**src/rtl/missile_scheduler.sv**
```systemverilog
// Invader missile scheduler: three missile slots advanced/retired once per frame, launches from the
// bottom-most alive invader of a chosen column. Define MISSILE_AIM_EN to aim the column at i_player_x.
module missile_scheduler #(
  parameter int INVADERS_H    = 11,
  parameter int INVADERS_V    = 5,
  parameter int OFFSET_H      = 40,
  parameter int OFFSET_V      = 32,
  parameter int INV_W         = 24,
  parameter int INV_H         = 16,
  parameter int MISSILE_SPEED = 2,
  parameter int SCREEN_BOTTOM = 464,
  parameter int FIRE_PERIOD   = 40,
  parameter int PARK          = 1023
) (
  input  logic                             clk,
  input  logic                             rst,
  input  logic                             i_frame,
  input  logic                             i_enable,
  input  logic [INVADERS_H*INVADERS_V-1:0] i_invaders,
  input  logic [9:0]                       i_invaders_x,
  input  logic [9:0]                       i_invaders_y,
  input  logic [1:0]                       i_player_collision,
`ifdef MISSILE_AIM_EN
  input  logic [9:0]                       i_player_x,
`endif
  output logic [9:0]                       o_m1_x,
  output logic [9:0]                       o_m1_y,
  output logic [9:0]                       o_m2_x,
  output logic [9:0]                       o_m2_y,
  output logic [9:0]                       o_m3_x,
  output logic [9:0]                       o_m3_y,
  output logic [2:0]                       o_m_active,
  output logic                             o_fire
);

  localparam int NBITS   = INVADERS_H * INVADERS_V;
  localparam int COL_W   = (INVADERS_H > 1) ? $clog2(INVADERS_H) : 1;
  localparam int ROW_W   = (INVADERS_V > 1) ? $clog2(INVADERS_V) : 1;
  localparam int TRY_W   = $clog2(INVADERS_H + 1);
  localparam int IDX_W   = (NBITS > 1) ? $clog2(NBITS) : 1;
  localparam int TIMER_W = $clog2(FIRE_PERIOD + 1);

  localparam logic [9:0]         PARK_V       = 10'(PARK);
  localparam logic [9:0]         SPEED_V      = 10'(MISSILE_SPEED);
  localparam logic [9:0]         BOTTOM_V     = 10'(SCREEN_BOTTOM);
  localparam logic [9:0]         HALF_W_V     = 10'(INV_W / 2);
  localparam logic [9:0]         INV_H_V      = 10'(INV_H);
  localparam logic [COL_W-1:0]   LAST_COL     = COL_W'(INVADERS_H - 1);
  localparam logic [ROW_W-1:0]   LAST_ROW     = ROW_W'(INVADERS_V - 1);
  localparam logic [TRY_W-1:0]   ALL_COLS     = TRY_W'(INVADERS_H);
  localparam logic [TIMER_W-1:0] TIMER_RELOAD = TIMER_W'(FIRE_PERIOD);
  localparam logic [7:0]         LFSR_SEED    = 8'hA5;

  typedef enum logic [2:0] {
    S_IDLE,
    S_MOVE,
    S_CHECK,
    S_SCAN,
    S_LAUNCH
  } state_t;

  state_t             r_state;
  state_t             w_state_next;

  logic               r_frame_pending;
  logic [TIMER_W-1:0] r_timer;
  logic [7:0]         r_lfsr;
  logic [COL_W-1:0]   r_col;
  logic [ROW_W-1:0]   r_row;
  logic [TRY_W-1:0]   r_cols_tried;
  logic [2:0][9:0]    r_mx;
  logic [2:0][9:0]    r_my;
  logic [2:0]         r_active;
  logic               r_fire;

  logic               w_pending_next;
  logic [TIMER_W-1:0] w_timer_next;
  logic [7:0]         w_lfsr_next;
  logic [COL_W-1:0]   w_col_next;
  logic [ROW_W-1:0]   w_row_next;
  logic [TRY_W-1:0]   w_tried_next;
  logic [2:0][9:0]    w_mx_next;
  logic [2:0][9:0]    w_my_next;
  logic [2:0]         w_active_next;
  logic               w_fire_next;

  logic [2:0][9:0]    w_my_sum;
  logic [COL_W-1:0]   w_start_col;
  logic [IDX_W-1:0]   w_bit_idx;
  logic [TRY_W-1:0]   w_tried_inc;
  logic [9:0]         w_launch_x;
  logic [9:0]         w_launch_y;
  logic               w_free_valid;
  logic [1:0]         w_free_idx;

`ifdef MISSILE_AIM_EN
  // Column under the player, clamped to the formation; LFSR keeps stepping but is not consulted.
  logic [9:0] w_aim_dx;
  logic [9:0] w_aim_q;
  assign w_aim_dx    = i_player_x - i_invaders_x;
  assign w_aim_q     = w_aim_dx / 10'(OFFSET_H);
  assign w_start_col = (i_player_x < i_invaders_x)       ? '0 :
                       (w_aim_q >= 10'(INVADERS_H - 1)) ? LAST_COL : COL_W'(w_aim_q);
`else
  assign w_start_col = COL_W'(r_lfsr % 8'(INVADERS_H));
`endif

  assign w_bit_idx   = IDX_W'(r_row) * IDX_W'(INVADERS_H) + IDX_W'(r_col);
  assign w_tried_inc = r_cols_tried + TRY_W'(1);
  assign w_launch_x  = i_invaders_x + 10'(32'(r_col) * OFFSET_H) + HALF_W_V;
  assign w_launch_y  = i_invaders_y + 10'(32'(r_row) * OFFSET_V) + INV_H_V;

  always_comb begin
    for (int k = 0; k < 3; k++) begin
      w_my_sum[k] = r_my[k] + SPEED_V;
    end
  end

  // Descending scan so the lowest-index free slot is the one that sticks.
  always_comb begin
    w_free_valid = 1'b0;
    w_free_idx   = 2'd0;
    for (int k = 2; k >= 0; k--) begin
      if (!r_active[k]) begin
        w_free_valid = 1'b1;
        w_free_idx   = 2'(k);
      end
    end
  end

  always_comb begin
    w_state_next   = r_state;
    w_pending_next = r_frame_pending;
    w_timer_next   = r_timer;
    w_lfsr_next    = r_lfsr;
    w_col_next     = r_col;
    w_row_next     = r_row;
    w_tried_next   = r_cols_tried;
    w_mx_next      = r_mx;
    w_my_next      = r_my;
    w_active_next  = r_active;
    w_fire_next    = 1'b0;

    if (!i_enable) begin
      w_state_next   = S_IDLE;
      w_pending_next = 1'b0;
      w_timer_next   = TIMER_RELOAD;
      w_active_next  = '0;
      for (int k = 0; k < 3; k++) begin
        w_mx_next[k] = PARK_V;
        w_my_next[k] = PARK_V;
      end
    end else begin
      if (r_state != S_IDLE && i_frame) begin
        w_pending_next = 1'b1;
      end

      case (r_state)
        S_IDLE: begin
          if (i_frame || r_frame_pending) begin
            w_state_next   = S_MOVE;
            w_pending_next = i_frame && r_frame_pending;
          end
        end

        S_MOVE: begin
          for (int k = 0; k < 3; k++) begin
            if (r_active[k]) begin
              if (w_my_sum[k] >= BOTTOM_V) begin
                w_active_next[k] = 1'b0;
                w_mx_next[k]     = PARK_V;
                w_my_next[k]     = PARK_V;
              end else begin
                w_my_next[k] = w_my_sum[k];
              end
            end
          end
          if (r_timer != '0) begin
            w_timer_next = r_timer - TIMER_W'(1);
          end
          w_lfsr_next  = {r_lfsr[6:0], r_lfsr[7] ^ r_lfsr[5] ^ r_lfsr[4] ^ r_lfsr[3]};
          w_state_next = S_CHECK;
        end

        // An expired timer with every slot busy stays at zero until a slot frees.
        S_CHECK: begin
          if (r_timer == '0 && !(&r_active)) begin
            w_state_next = S_SCAN;
            w_col_next   = w_start_col;
            w_row_next   = LAST_ROW;
            w_tried_next = '0;
          end else begin
            w_state_next = S_IDLE;
          end
        end

        S_SCAN: begin
          if (i_invaders[w_bit_idx]) begin
            w_state_next = S_LAUNCH;
          end else if (r_row != '0) begin
            w_row_next = r_row - ROW_W'(1);
          end else if (w_tried_inc == ALL_COLS) begin
            w_state_next = S_IDLE;
            w_timer_next = TIMER_RELOAD;
          end else begin
            w_col_next   = (r_col == LAST_COL) ? '0 : r_col + COL_W'(1);
            w_row_next   = LAST_ROW;
            w_tried_next = w_tried_inc;
          end
        end

        S_LAUNCH: begin
          if (w_free_valid) begin
            w_mx_next[w_free_idx]     = w_launch_x;
            w_my_next[w_free_idx]     = w_launch_y;
            w_active_next[w_free_idx] = 1'b1;
            w_fire_next               = 1'b1;
          end
          w_timer_next = TIMER_RELOAD;
          w_state_next = S_IDLE;
        end

        default: w_state_next = S_IDLE;
      endcase

      // Applied last so a player hit overrides the same-cycle advance of that slot.
      for (int k = 0; k < 3; k++) begin
        if (i_player_collision == 2'(k + 1) && r_active[k]) begin
          w_active_next[k] = 1'b0;
          w_mx_next[k]     = PARK_V;
          w_my_next[k]     = PARK_V;
        end
      end
    end
  end

  always_ff @(posedge clk or posedge rst) begin
    if (rst) begin
      r_state <= S_IDLE;
    end else begin
      r_state <= w_state_next;
    end
  end

  always_ff @(posedge clk or posedge rst) begin
    if (rst) begin
      r_frame_pending <= 1'b0;
      r_timer         <= TIMER_RELOAD;
      r_lfsr          <= LFSR_SEED;
      r_col           <= '0;
      r_row           <= '0;
      r_cols_tried    <= '0;
      r_mx            <= {3{PARK_V}};
      r_my            <= {3{PARK_V}};
      r_active        <= '0;
      r_fire          <= 1'b0;
    end else begin
      r_frame_pending <= w_pending_next;
      r_timer         <= w_timer_next;
      r_lfsr          <= w_lfsr_next;
      r_col           <= w_col_next;
      r_row           <= w_row_next;
      r_cols_tried    <= w_tried_next;
      r_mx            <= w_mx_next;
      r_my            <= w_my_next;
      r_active        <= w_active_next;
      r_fire          <= w_fire_next;
    end
  end

  assign o_m1_x     = r_mx[0];
  assign o_m1_y     = r_my[0];
  assign o_m2_x     = r_mx[1];
  assign o_m2_y     = r_my[1];
  assign o_m3_x     = r_mx[2];
  assign o_m3_y     = r_my[2];
  assign o_m_active = r_active;
  assign o_fire     = r_fire;

endmodule

```
**config.mk**
```make
export PLATFORM = sky130hd
export DESIGN_NAME = missile_scheduler
export DESIGN_NICKNAME = d
export VERILOG_FILES = /design/src/rtl/missile_scheduler.sv
export SDC_FILE = /design/constraint.sdc
export NUM_CORES = 1
export LEC_CHECK = 0
export BUFFER_PORTS_ARGS = -buffer_cell sky130_fd_sc_hd__buf_2
export CORE_MARGIN = 2
export CORE_UTILIZATION = 51
export CTS_CLUSTER_DIAMETER = 150
export DETAILED_ROUTE_END_ITERATION = 10
export GPL_ROUTABILITY_DRIVEN = 0
export PLACE_DENSITY = 0.78
export SLEW_MARGIN = 20
export SYNTH_ARGS = -nofsm -noshare
export SYNTH_HDL_FRONTEND = slang
export SYNTH_SLANG_ARGS = --single-unit
export TNS_END_PERCENT = 20
```
**constraint.sdc**
```tcl
create_clock -name clk -period 4.3 [get_ports clk]
set_clock_uncertainty 0.05 [all_clocks]
set_input_delay 0.43 -clock clk [delete_from_list [all_inputs] [get_ports clk]]
set_output_delay 0.43 -clock clk [all_outputs]
set_load 0.01 [all_outputs]
```
==> qor.yml, run 1 <==
drc: 0
peakVddDrop_mv: 0.980
placed_cells: 1177
synth_xor_area_share_pct: 3.19
cpMaxStageDelayCell: "fa_2"
fill_cells: 1254
cts_inserted_buffers: 9
path_class: "reg -> reg"
yosys_warnings: 0
synthFlopType: "dfstp_2"
final_util_pct: 61.5
power_density_mw_per_mm2: 945
grt_pass1_wl_um: 32600
start_util_pct: 51.6
maxCapViolations: 0
ff_latch_area_mm2: 0.00241
syn-num-nets: 996
path_delay_family: "adder cells"
period_needed_ns: 4.14
critPathBufInv: 3
vias: 7285
ant_nets: 0
clk_latency_ns: 0.35
synth_enable_flop_cells: 0
portBuffers: 144
netlist_area_mm2: 0.00742
max_stage_delay_ns: 0.61
cp-end-kind: "register"
holdCritPathClass: "in -> async"
final_cell_mix: "144 x buf_2, 103 x nor2_1, 98 x a21oi_1"
synth_top_family_by_area: "compound AO/OA/AOI/OAI gates"
cts_buffer_depth: 2
synth.distinct_cells: 78
avgRoutedWirePerCell_um: 16.6
synth_fa_ha_area_share_pct: 8.20
clock_sinks: 93
setup_viol: 0
fmax_ghz: 0.242
final_common_cell: "buf_2"
die_y_um: 125
first_global_vias: 6778
static-leakage-power_nw: 3.84
multi_input_area_mm2: 0.00466
worstSetupStartpointType: "register"
max_slew_margin_pct: 29.5
grt_use_total_pct: 25.0
grt_setup_unrepaired: "yes"
tightest_slew_ns: 1.05
required_ns: 4.52
synth_compound_area_share_pct: 25.5
dieArea_mm2: 0.0155
final_nets: 1142
slew_violations: 0
rows: 44
seq_area_frac_synth_pct: 32.5
instances_no_fill: 1207
hold_violations: 0
post_synth_mux_area_share_pct: 6.14
cts_tree: "built"
grt_max_degree: 38
avgSynthCellArea_um2: 8.52
ys_ff_latch: 93
antenna_found_initial: 3
vias_per_cell: 6.04
wl_um: 20000
overflow: 0
layout-area-overhead-vs-synth_pct: 19.2
status: "finished, final reports clean"
fin_tns_setup_ns: 0
cp.arrival_ns: 4.35
drt_iter0_drc: 563
dr.pass1.iters: 5
clkTransAtPathRegs_ns: 0.08
netlist_instances: 870
crit_path_max_fanout: 6
period_share_pct: 96.2
cts_root_buf: "clkbuf_16"
synthSimpleGateAreaFrac_pct: 19.2
layout-drive-gt1-share_pct: 30.2
cts_htree_levels: 3
crit_chain: "inv_1 > ha_1 > ha_1 > ha_2 > inv_1 > fa_2 > buf_4 > mux4_1 > mux4_2 > mux2i_1 > nand2_1 > and2_4 > o21a_1 > or4_1 > o21ai_0"
coreArea_mm2: 0.0144
die_w_um: 125
ios: 145
synthArstFlopShare_pct: 100
dp_hpwl_um: 14700
final timing paths:
check                                      start                        end  slack, ns  cells past startpoint
max in group asynchronous                    rst      o_m3_x[5]$_DFFE_PP1P_       3.21                      3
min in group clk                 i_invaders_x[2]      o_m3_x[2]$_DFFE_PP1P_       0.23                      2
max reg2reg                 r_row[0]$_DFFE_PP0P_     r_timer[1]$_DFFE_PP0P_       0.16                     15
max                         r_row[0]$_DFFE_PP0P_     r_timer[1]$_DFFE_PP0P_       0.16                     15
min reg2reg                o_m2_x[2]$_DFFE_PP1P_      o_m2_x[2]$_DFFE_PP1P_       0.45                      2
min                                          rst  o_m_active[0]$_DFFE_PP0P_       0.09                      2
synth_stat cells (6+ instances only):
library cell | n | area share, %
mux2i_1 | 8 | 1.1
ha_1 | 39 | 6.6
nand3b_1 | 6 | 0.61
o22a_1 | 13 | 1.5
o211ai_1 | 6 | 0.61
nand2_1 | 69 | 3.5
nor2_1 | 103 | 5.2
dfrtp_1 | 27 | 9.1
dfstp_2 | 66 | 23
inv_1 | 45 | 2.3
nor2b_1 | 13 | 1.1
buf_2 | 9 | 0.61
fa_1 | 6 | 1.6
o21ai_0 | 35 | 2.4
a31oi_1 | 33 | 2.8
o22ai_1 | 7 | 0.59
nor3_1 | 17 | 1.1
a21oi_1 | 98 | 6.6
clkbuf_1 | 36 | 1.8
nand3_1 | 19 | 1.3
and3_1 | 15 | 1.3
xor2_1 | 7 | 0.83
and2_1 | 8 | 0.67
a211oi_1 | 11 | 1.1
a21o_1 | 11 | 1.1
a311oi_1 | 7 | 0.83
mux4_2 | 11 | 3.3
o21bai_1 | 6 | 0.61
nand2b_1 | 7 | 0.59
xnor2_1 | 20 | 2.4
o21a_1 | 10 | 1.0
report_power, final:
group | total [W] | switching, W | leakage, nW | internal [W]
Combinational | 0.00593 | 0.00312 | 2.64 | 0.00280
Clock | 0.000828 | 0.000409 | 0.151 | 0.000420
Sequential | 0.00160 | 0.000367 | 1.05 | 0.00123
Total | 0.00835 | 0.00390 | 3.84 | 0.00445
worst reg2reg max path: stages, from the launching register on:
cell and delay [ns]:
dfrtp_2 0.41, inv_1 0.06, ha_1 0.30, ha_1 0.29
ha_2 0.18, inv_1 0.06, fa_2 0.61, buf_4 0.14
mux4_1 0.26, mux4_2 0.49, mux2i_1 0.15, nand2_1 0.13
and2_4 0.19, o21a_1 0.19, or4_1 0.46, o21ai_0 0.09
routing by layer:
metal  part of all wire, %  vias up  wire length, um  global-route usage [%]
met5                 0.065        -               13                       0
met4                   2.0        2              392                    7.67
met3                   7.0       34             1410                    4.21
met2                    47      283             9410                    40.9
met1                    44     3461             8830                    34.2
li1                      -     3505                -                       -
cells by family after synthesis:
group,after synthesis
compound gates,289
xor+xnor,27
fa+ha+maj,45
buf+inv,97
flops,93
mux,25
simple gates,294
flip-flops by register name, indices dropped and copies added, names as in the netlist:
name and flops:
o_m1_x 10, o_m1_y 10, o_m2_x 10, o_m2_y 10, o_m3_x 10, o_m3_y 10, r_lfsr 8, r_timer 6
r_col 4, r_cols_tried 4, o_m_active 3, r_row 3, r_state 3, o_fire 1, r_frame_pending 1
metrics by stage:
stage / power [W] / cell area, um2 / worst slack, ns / hold WS (ns)
2_1_floorplan: 0.00582 / 7420 / 0.0115 / 0.442
4_1_cts: 0.00802 / 8700 / 0.0214 / 0.107
3_5_place_dp: 0.00715 / 8380 / -0.0576 / 0.439
6_report: 0.00835 / 8840 / 0.162 / 0.0882
5_1_grt: 0.00906 / 8840 / -0.0652 / 0.149
3_3_place_gp: 0.00703 / 8380 / 0.0659 / 0.435
cell type report:
cell class / instances / area share, %
multi-input cells: 680 / 52.7
flip-flops and latches: 93 / 27.3
repair buffers: 187 / 11.9
well taps: 184 / 2.60
clock buffers: 9 / 2.55
inverters: 45 / 1.92
clock inverters: 7 / 0.977
diodes: 2 / 0.0566
repair_timing:
item | in CTS | in global routing
hold buffers | 0 | 0
endpoints found under the setup margin | 7 | 12
gates resized for setup | 1 | 15
pin swaps | 0 | 4
buffers inserted | 0 | 12
gates cloned | 0 | 0
Note: power is estimated with default switching activity, not from simulation.
==> inputs of run 2 (changes only) <==
Settings changed: CORE_MARGIN 2 to unset, RECOVER_POWER set to 25.
==> run 2 against run 1 <==
Against the previous run: the run now ends with capacitance limit, slew limit left; global-route usage increased by 2.2 points; combinational power shrank 6.2%; worst hold slack improved by 0.15 ns; clock-buffer cell count did not move; total power down 4.3%; wire length is 0.62% lower; design area shrank 1.5%; worst setup slack got worse by 0.021 ns; core utilization up 0.47 points; critical endpoint unchanged.
==> qor.yml, run 2 (synthesized netlist as in run 1, its figures left out) <==
coreArea_mm2: 0.0140  # -2.3%
wl_um: 19900  # -0.62%
instances_no_fill: 1188  # -1.6%
cpMaxStageDelayCell: "fa_1"
layout-area-overhead-vs-synth_pct: 17.4
cts_post_setup_buffers_inserted: 0  # unchanged
p_int_w: 0.00419  # -5.9%
ant_nets: 0  # unchanged
cts_inserted_buffers: 9  # unchanged
dr.pass1.iters: 5  # unchanged
worstHoldEndpoint: "o_m1_x[2]$_DFFE_PP1P_"
grt_pass1_wl_um: 32300  # -0.82%
hold_violations: 0  # unchanged
maxCapViolations: 1  # +1
cp-end-kind: "register"
power_density_mw_per_mm2: 918  # -2.9%
first_global_vias: 6631  # -2.2%
cts_root_buf: "clkbuf_16"
worstSetupStartpointType: "register"
clk_latency_ns: 0.35  # about the same
slew_violations: 58  # +58
swShare_pct: 47.6  # +0.89 points
status: "complete, but fails checks"
holdCritPathClass: "in -> reg"
drc: 0  # unchanged
r2r-end: "r_timer[1]$_DFFE_PP0P_"
cp.arrival_ns: 4.39  # +0.04 ns
hold_depth: 2
max_slew_margin_pct: -71.0  # -100 points
vias_per_cell: 6.12  # +1.3%
clock_sinks: 93  # unchanged
dp_hpwl_um: 14700  # -0.16%
static-leakage-power_nw: 3.77  # -1.9%
place_ws_ns: 0.0787  # +0.136 ns
vias: 7266  # -0.26%
die_y_um: 123  # -1.6%
fin_tns_setup_ns: 0  # unchanged
pwr-share-seq_pct: 20.1  # +1.0 points
placed_cells: 1171  # -0.51%
required_ns: 4.53  # about the same
avgRoutedWirePerCell_um: 16.8  # +0.97%
final_util_pct: 62.0  # +0.47 points
timing.rr.start: "r_row[1]$_DFFE_PP0P_"
p_sw_w: 0.00380  # -2.5%
ios: 145  # unchanged
period_needed_ns: 4.16  # +0.0209 ns
r2r_slack_ns: 0.14  # -0.02 ns
max_stage_delay_ns: 0.55  # -0.06 ns
overflow: 0  # unchanged
antenna_found_initial: 1  # -2
start_util_pct: 52.8  # +1.2 points
critPathBufInv: 2  # -1
crit_path_max_fanout: 13  # +7
cts_tree: "built"
rows: 43  # -2.3%
cts_htree_levels: 3  # unchanged
p_clk_share_pct: 10.3  # +0.4 points
final_cell_mix: "143 x buf_2, 103 x nor2_1, 97 x a21oi_1"
period_share_pct: 96.7  # +0.49 points
peakVddDrop_mv: 0.778  # -21%
min-delay-start: "i_invaders_x[2]"
worst_slack_ns: 0.141  # -0.0209 ns
grt_max_degree: 58  # +53%
final_nets: 1128  # -1.2%
cts_buffer_depth: 2  # unchanged
drt_iter0_drc: 670  # +19%
crit_chain: "ha_1 > inv_1 > fa_1 > fa_1 > buf_4 > mux4_2 > mux4_2 > mux2i_1 > nand2_1 > and2_4 > o21a_1 > or4_1 > o21ai_0"
layout-drive-gt1-share_pct: 28.8  # -1.4 points
grt_use_total_pct: 27.2  # +2.2 points
tightest_slew_ns: 2.55  # +1.50 ns
fmax_ghz: 0.240  # -0.50%
reg2regPathDepth: 13  # -2
die_w_um: 123  # -1.6%
violations: "capacitance limit, slew limit"
path_class: "reg -> reg"
p_comb_share_pct: 69.6  # -1.4 points
path_delay_family: "adder cells"
holdWs_ns: 0.239  # +0.150 ns
setup_viol: 0  # unchanged
clkTransAtPathRegs_ns: 0.08  # about the same
final_common_cell: "buf_2"
portBuffers: 144  # unchanged
dieArea_mm2: 0.0150  # -3.2%
run 2: cell count changes in the layout (fill, tap and decap cells not counted), sizes merged:
cell / previous run / this run
buf: 187 / 171
clkbuf: 9 / 11
clkinvlp: 0 / 1
diode: 2 / 1
inv: 48 / 47
run 2: stage by stage:
stage               instance area [um2]  total power, W
global route                       8700         0.00870
CTS                                8680         0.00789
global placement                   8360         0.00694
floorplan                          7420         0.00582
detailed placement                 8360         0.00705
finish                             8710         0.00799
run 2: power by group through the flow:
stage / sequential [W] / clock (W) / combinational [W]
CTS: 0.00159 / 0.000829 / 0.00547
global placement: 0.00159 / 0 / 0.00535
detailed placement: 0.00160 / 0 / 0.00545
global route: 0.00165 / 0.000868 / 0.00618
finish: 0.00161 / 0.000824 / 0.00556
floorplan: 0.00155 / 0 / 0.00426
run 2: cell type report:
| cell class | instances | area, um2 |
|---|---|---|
| Clock buffer | 9 | 225 |
| Tap cell | 180 | 225 |
| Antenna cell | 1 | 2.50 |
| Inverter | 45 | 170 |
| Multi-Input combinational cell | 680 | 4650 |
| Clock inverter | 7 | 88.8 |
| Timing Repair Buffer | 173 | 935 |
| Fill cell | 1227 | 5340 |
| Sequential cell | 93 | 2410 |
run 2: timing repair:
| item | 4_1_cts | 5_1_grt |
|---|---|---|
| resized for setup | 0 | 9 |
| hold buffers | 0 | 0 |
| endpoints found under the setup margin | 0 | 4 |
run 2: worst reg2reg max path: stages, from the launching register on:
cell and delay [ns]:
dfrtp_1 0.44, ha_1 0.31, inv_1 0.07, fa_1 0.45, fa_1 0.55, buf_4 0.20, mux4_2 0.32, mux4_2 0.45
mux2i_1 0.14, nand2_1 0.14, and2_4 0.20, o21a_1 0.21, or4_1 0.47, o21ai_0 0.08
run 2: routing by layer:
layer / track usage [%] / routed length, um
met1: 37.7 / 8640
met2: 42.9 / 9340
met3: 5.53 / 1630
met4: 8.08 / 300
met5: 0 / 11
run 2: how the worst max path moves through the flow:
| stage | start | to | cells past startpoint |
|---|---|---|---|
| final | r_row[1]$_DFFE_PP0P_ | r_timer[1]$_DFFE_PP0P_ | 13 |
| after global routing | r_row[1]$_DFFE_PP0P_ | r_timer[1]$_DFFE_PP0P_ | 13 |
| after CTS | r_lfsr[2]$_DFFE_PP1P_ | r_col[0]$_DFFE_PP0P_ | 15 |
| after detailed placement | r_lfsr[2]$_DFFE_PP1P_ | r_col[0]$_DFFE_PP0P_ | 15 |
| after global placement | r_row[1]$_DFFE_PP0P_ | r_cols_tried[3]$_DFFE_PP0P_ | 13 |
| after floorplan | r_lfsr[2]$_DFFE_PP1P_ | r_col[0]$_DFFE_PP0P_ | 18 |
==> inputs of run 3 (changes only) <==
Settings changed: CORE_ASPECT_RATIO set to 1.2, GPL_TIMING_DRIVEN set to 0.
==> run 3 against run 2 <==
Against the previous run: the flow finishes with violations (DRC, capacitance limit, slew limit); non-clock buffer count rose by 35; sequential power barely moved; sequential cell count did not move; die area barely moved; critical path depth rose by 1; clock-buffer cell count did not move; register-to-register slack got worse by 0.05 ns; wire length rose by 1.5%; first-iteration DRC count fell by 30%; worst hold slack improved by 0.0043 ns; critical path type unchanged.
==> qor.yml, run 3 (synthesized netlist as in run 1, its figures left out) <==
ant_nets: 0  # unchanged
die_w_um: 112  # -8.6%
cpMaxStageDelayCell: "fa_2"
clkTransAtPathRegs_ns: 0.08  # about the same
hold_violations: 0  # unchanged
static-leakage-power_nw: 3.81  # +1.2%
grt_use_total_pct: 27.1  # -0.088 points
status: "complete, but fails checks"
maxCapViolations: 1  # unchanged
critPathBufInv: 3  # +1
rows: 47  # +9.3%
antenna_found_initial: 0  # -1
coreArea_mm2: 0.0140  # -0.33%
first_global_vias: 6909  # +4.2%
required_ns: 4.52  # about the same
cts_root_buf: "clkbuf_16"
r2r_slack_ns: 0.09  # -0.05 ns
start_util_pct: 53.0  # +0.17 points
reg2regPathDepth: 14  # +1
fin_tns_setup_ns: 0  # unchanged
clk_latency_ns: 0.35  # about the same
vias: 7396  # +1.8%
die_y_um: 134  # +9.4%
wl_um: 20200  # +1.5%
final_common_cell: "buf_2"
vias_per_cell: 6.10  # -0.31%
grt_pass1_wl_um: 32900  # +1.8%
fmax_ghz: 0.238  # -1.2%
cts_htree_levels: 3  # unchanged
layout-drive-gt1-share_pct: 28.1  # -0.68 points
drt_iter0_drc: 468  # -30%
period_share_pct: 97.9  # +1.1 points
path_class: "reg -> reg"
timing.rr.start: "r_row[0]$_DFFE_PP0P_"
worstSetupStartpointType: "register"
slew_violations: 73  # +26%
n_antenna_cell: 0  # -1
clock_sinks: 93  # unchanged
overflow: 0  # unchanged
cts_tree: "built"
peakVddDrop_mv: 1.18  # +51%
grt_max_degree: 73  # +26%
cts_inserted_buffers: 9  # unchanged
final_nets: 1163  # +3.1%
startpoint: "r_row[0]$_DFFE_PP0P_"
crit_path_max_fanout: 9  # -4
power_density_mw_per_mm2: 959  # +4.5%
holdCritPathClass: "in -> reg"
crit_chain: "buf_4 > ha_1 > inv_1 > fa_1 > fa_2 > buf_8 > mux4_1 > mux4_2 > mux2i_2 > nand2_2 > and2_4 > o21a_1 > or4_1 > o21ai_0"
instances_no_fill: 1213  # +2.1%
dieArea_mm2: 0.0150  # about the same
portBuffers: 144  # unchanged
period_needed_ns: 4.21  # +0.0488 ns
dr.pass1.iters: 8  # +3
max_stage_delay_ns: 0.60  # +0.05 ns
crit_path_end: "r_timer[1]$_DFFE_PP0P_"
avgRoutedWirePerCell_um: 16.7  # -0.60%
placed_cells: 1186  # +1.3%
final_cell_mix: "149 x buf_2, 103 x nor2_1, 97 x a21oi_1"
cp-end-kind: "register"
dp_hpwl_um: 15200  # +3.5%
ios: 145  # unchanged
worstSetupPathDepth: 14  # +1
path_delay_family: "adder cells"
layout-area-overhead-vs-synth_pct: 19.3
cts_buffer_depth: 2  # unchanged
r2r-end: "r_timer[1]$_DFFE_PP0P_"
tightest_slew_ns: 1.72  # -0.829 ns
drc: 3  # +3
max_slew_margin_pct: -14.8  # +56 points
setup_viol: 0  # unchanged
violations: "DRC, capacitance limit, slew limit"
cp.arrival_ns: 4.43  # +0.04 ns
total_power_w: 0.00849  # +6.2%
run 3: changes by cell type in the layout (fill, tap and decap cells not counted), sizes merged:
cell and delta:
clkbuf +36, clkinv -3, buf -2, inv +2, bufinv +1, diode -1
dlygate4sd3 +1
run 3: power by group:
part / total (W) / switching (W) / leakage, nW / internal, W
logic: 0.00603 / 0.00321 / 2.61 / 0.00281
clock network: 0.000867 / 0.000394 / 0.159 / 0.000473
registers: 0.00159 / 0.000361 / 1.04 / 0.00123
run 3: cell type report:
| class | count | area, um2 |
|---|---|---|
| well taps | 171 | 214 |
| plain buffers | 50 | 249 |
| fillers | 1227 | 5150 |
| clock inverters | 7 | 97.6 |
| multi-input cells | 680 | 4650 |
| flip-flops and latches | 93 | 2410 |
| repair buffers | 158 | 826 |
| inverters | 45 | 170 |
| clock buffers | 9 | 225 |
run 3: how the worst min path moves through the flow:
stage | startpoint | endpoint | slack [ns] | depth (start not counted)
5_1_grt | i_invaders_x[2] | o_m1_x[2]$_DFFE_PP1P_ | 0.25 | 2
2_1_floorplan | i_invaders_x[2] | o_m1_x[2]$_DFFE_PP1P_ | 0.44 | 1
6_report | i_invaders_x[2] | o_m3_x[2]$_DFFE_PP1P_ | 0.24 | 2
3_3_place_gp | o_m1_x[4]$_DFFE_PP1P_ | o_m1_x[4]$_DFFE_PP1P_ | 0.44 | 2
3_5_place_dp | rst | o_fire$_DFF_PP0_ | 0.34 | 2
4_1_cts | i_invaders_x[2] | o_m1_x[2]$_DFFE_PP1P_ | 0.24 | 2
run 3: what timing repair did:
item                       in CTS  in global routing
hold endpoints to repair        3                  0
setup endpoints to repair      19                 11
hold buffers                    1                  0
gates resized for setup        14                 15
setup buffers                   2                 10
cloned                          0                  0
pin swaps                       2                  5
run 3: metrics by stage:
step	util [%]	instance area [um2]	worst slack, ns	hold slack (ns)
2_1_floorplan	-	7420	0.0115	0.442
3_3_place_gp	59.7	8350	-0.408	0.436
3_5_place_dp	59.9	8380	-0.453	0.340
4_1_cts	62.6	8770	0.0140	0.236
5_1_grt	63.2	8850	-0.0686	0.247
6_report	63.2	8850	0.0923	0.243
run 3: metal layers:
| metal | GRT usage (%) | up-vias | wire length, um |
|---|---|---|---|
| li1 | - | 3543 | - |
| met1 | 34.3 | 3497 | 8490 |
| met2 | 44.9 | 297 | 9620 |
| met3 | 6.46 | 59 | 1490 |
| met4 | 10.6 | 0 | 613 |
| met5 | 0 | - | 0 |
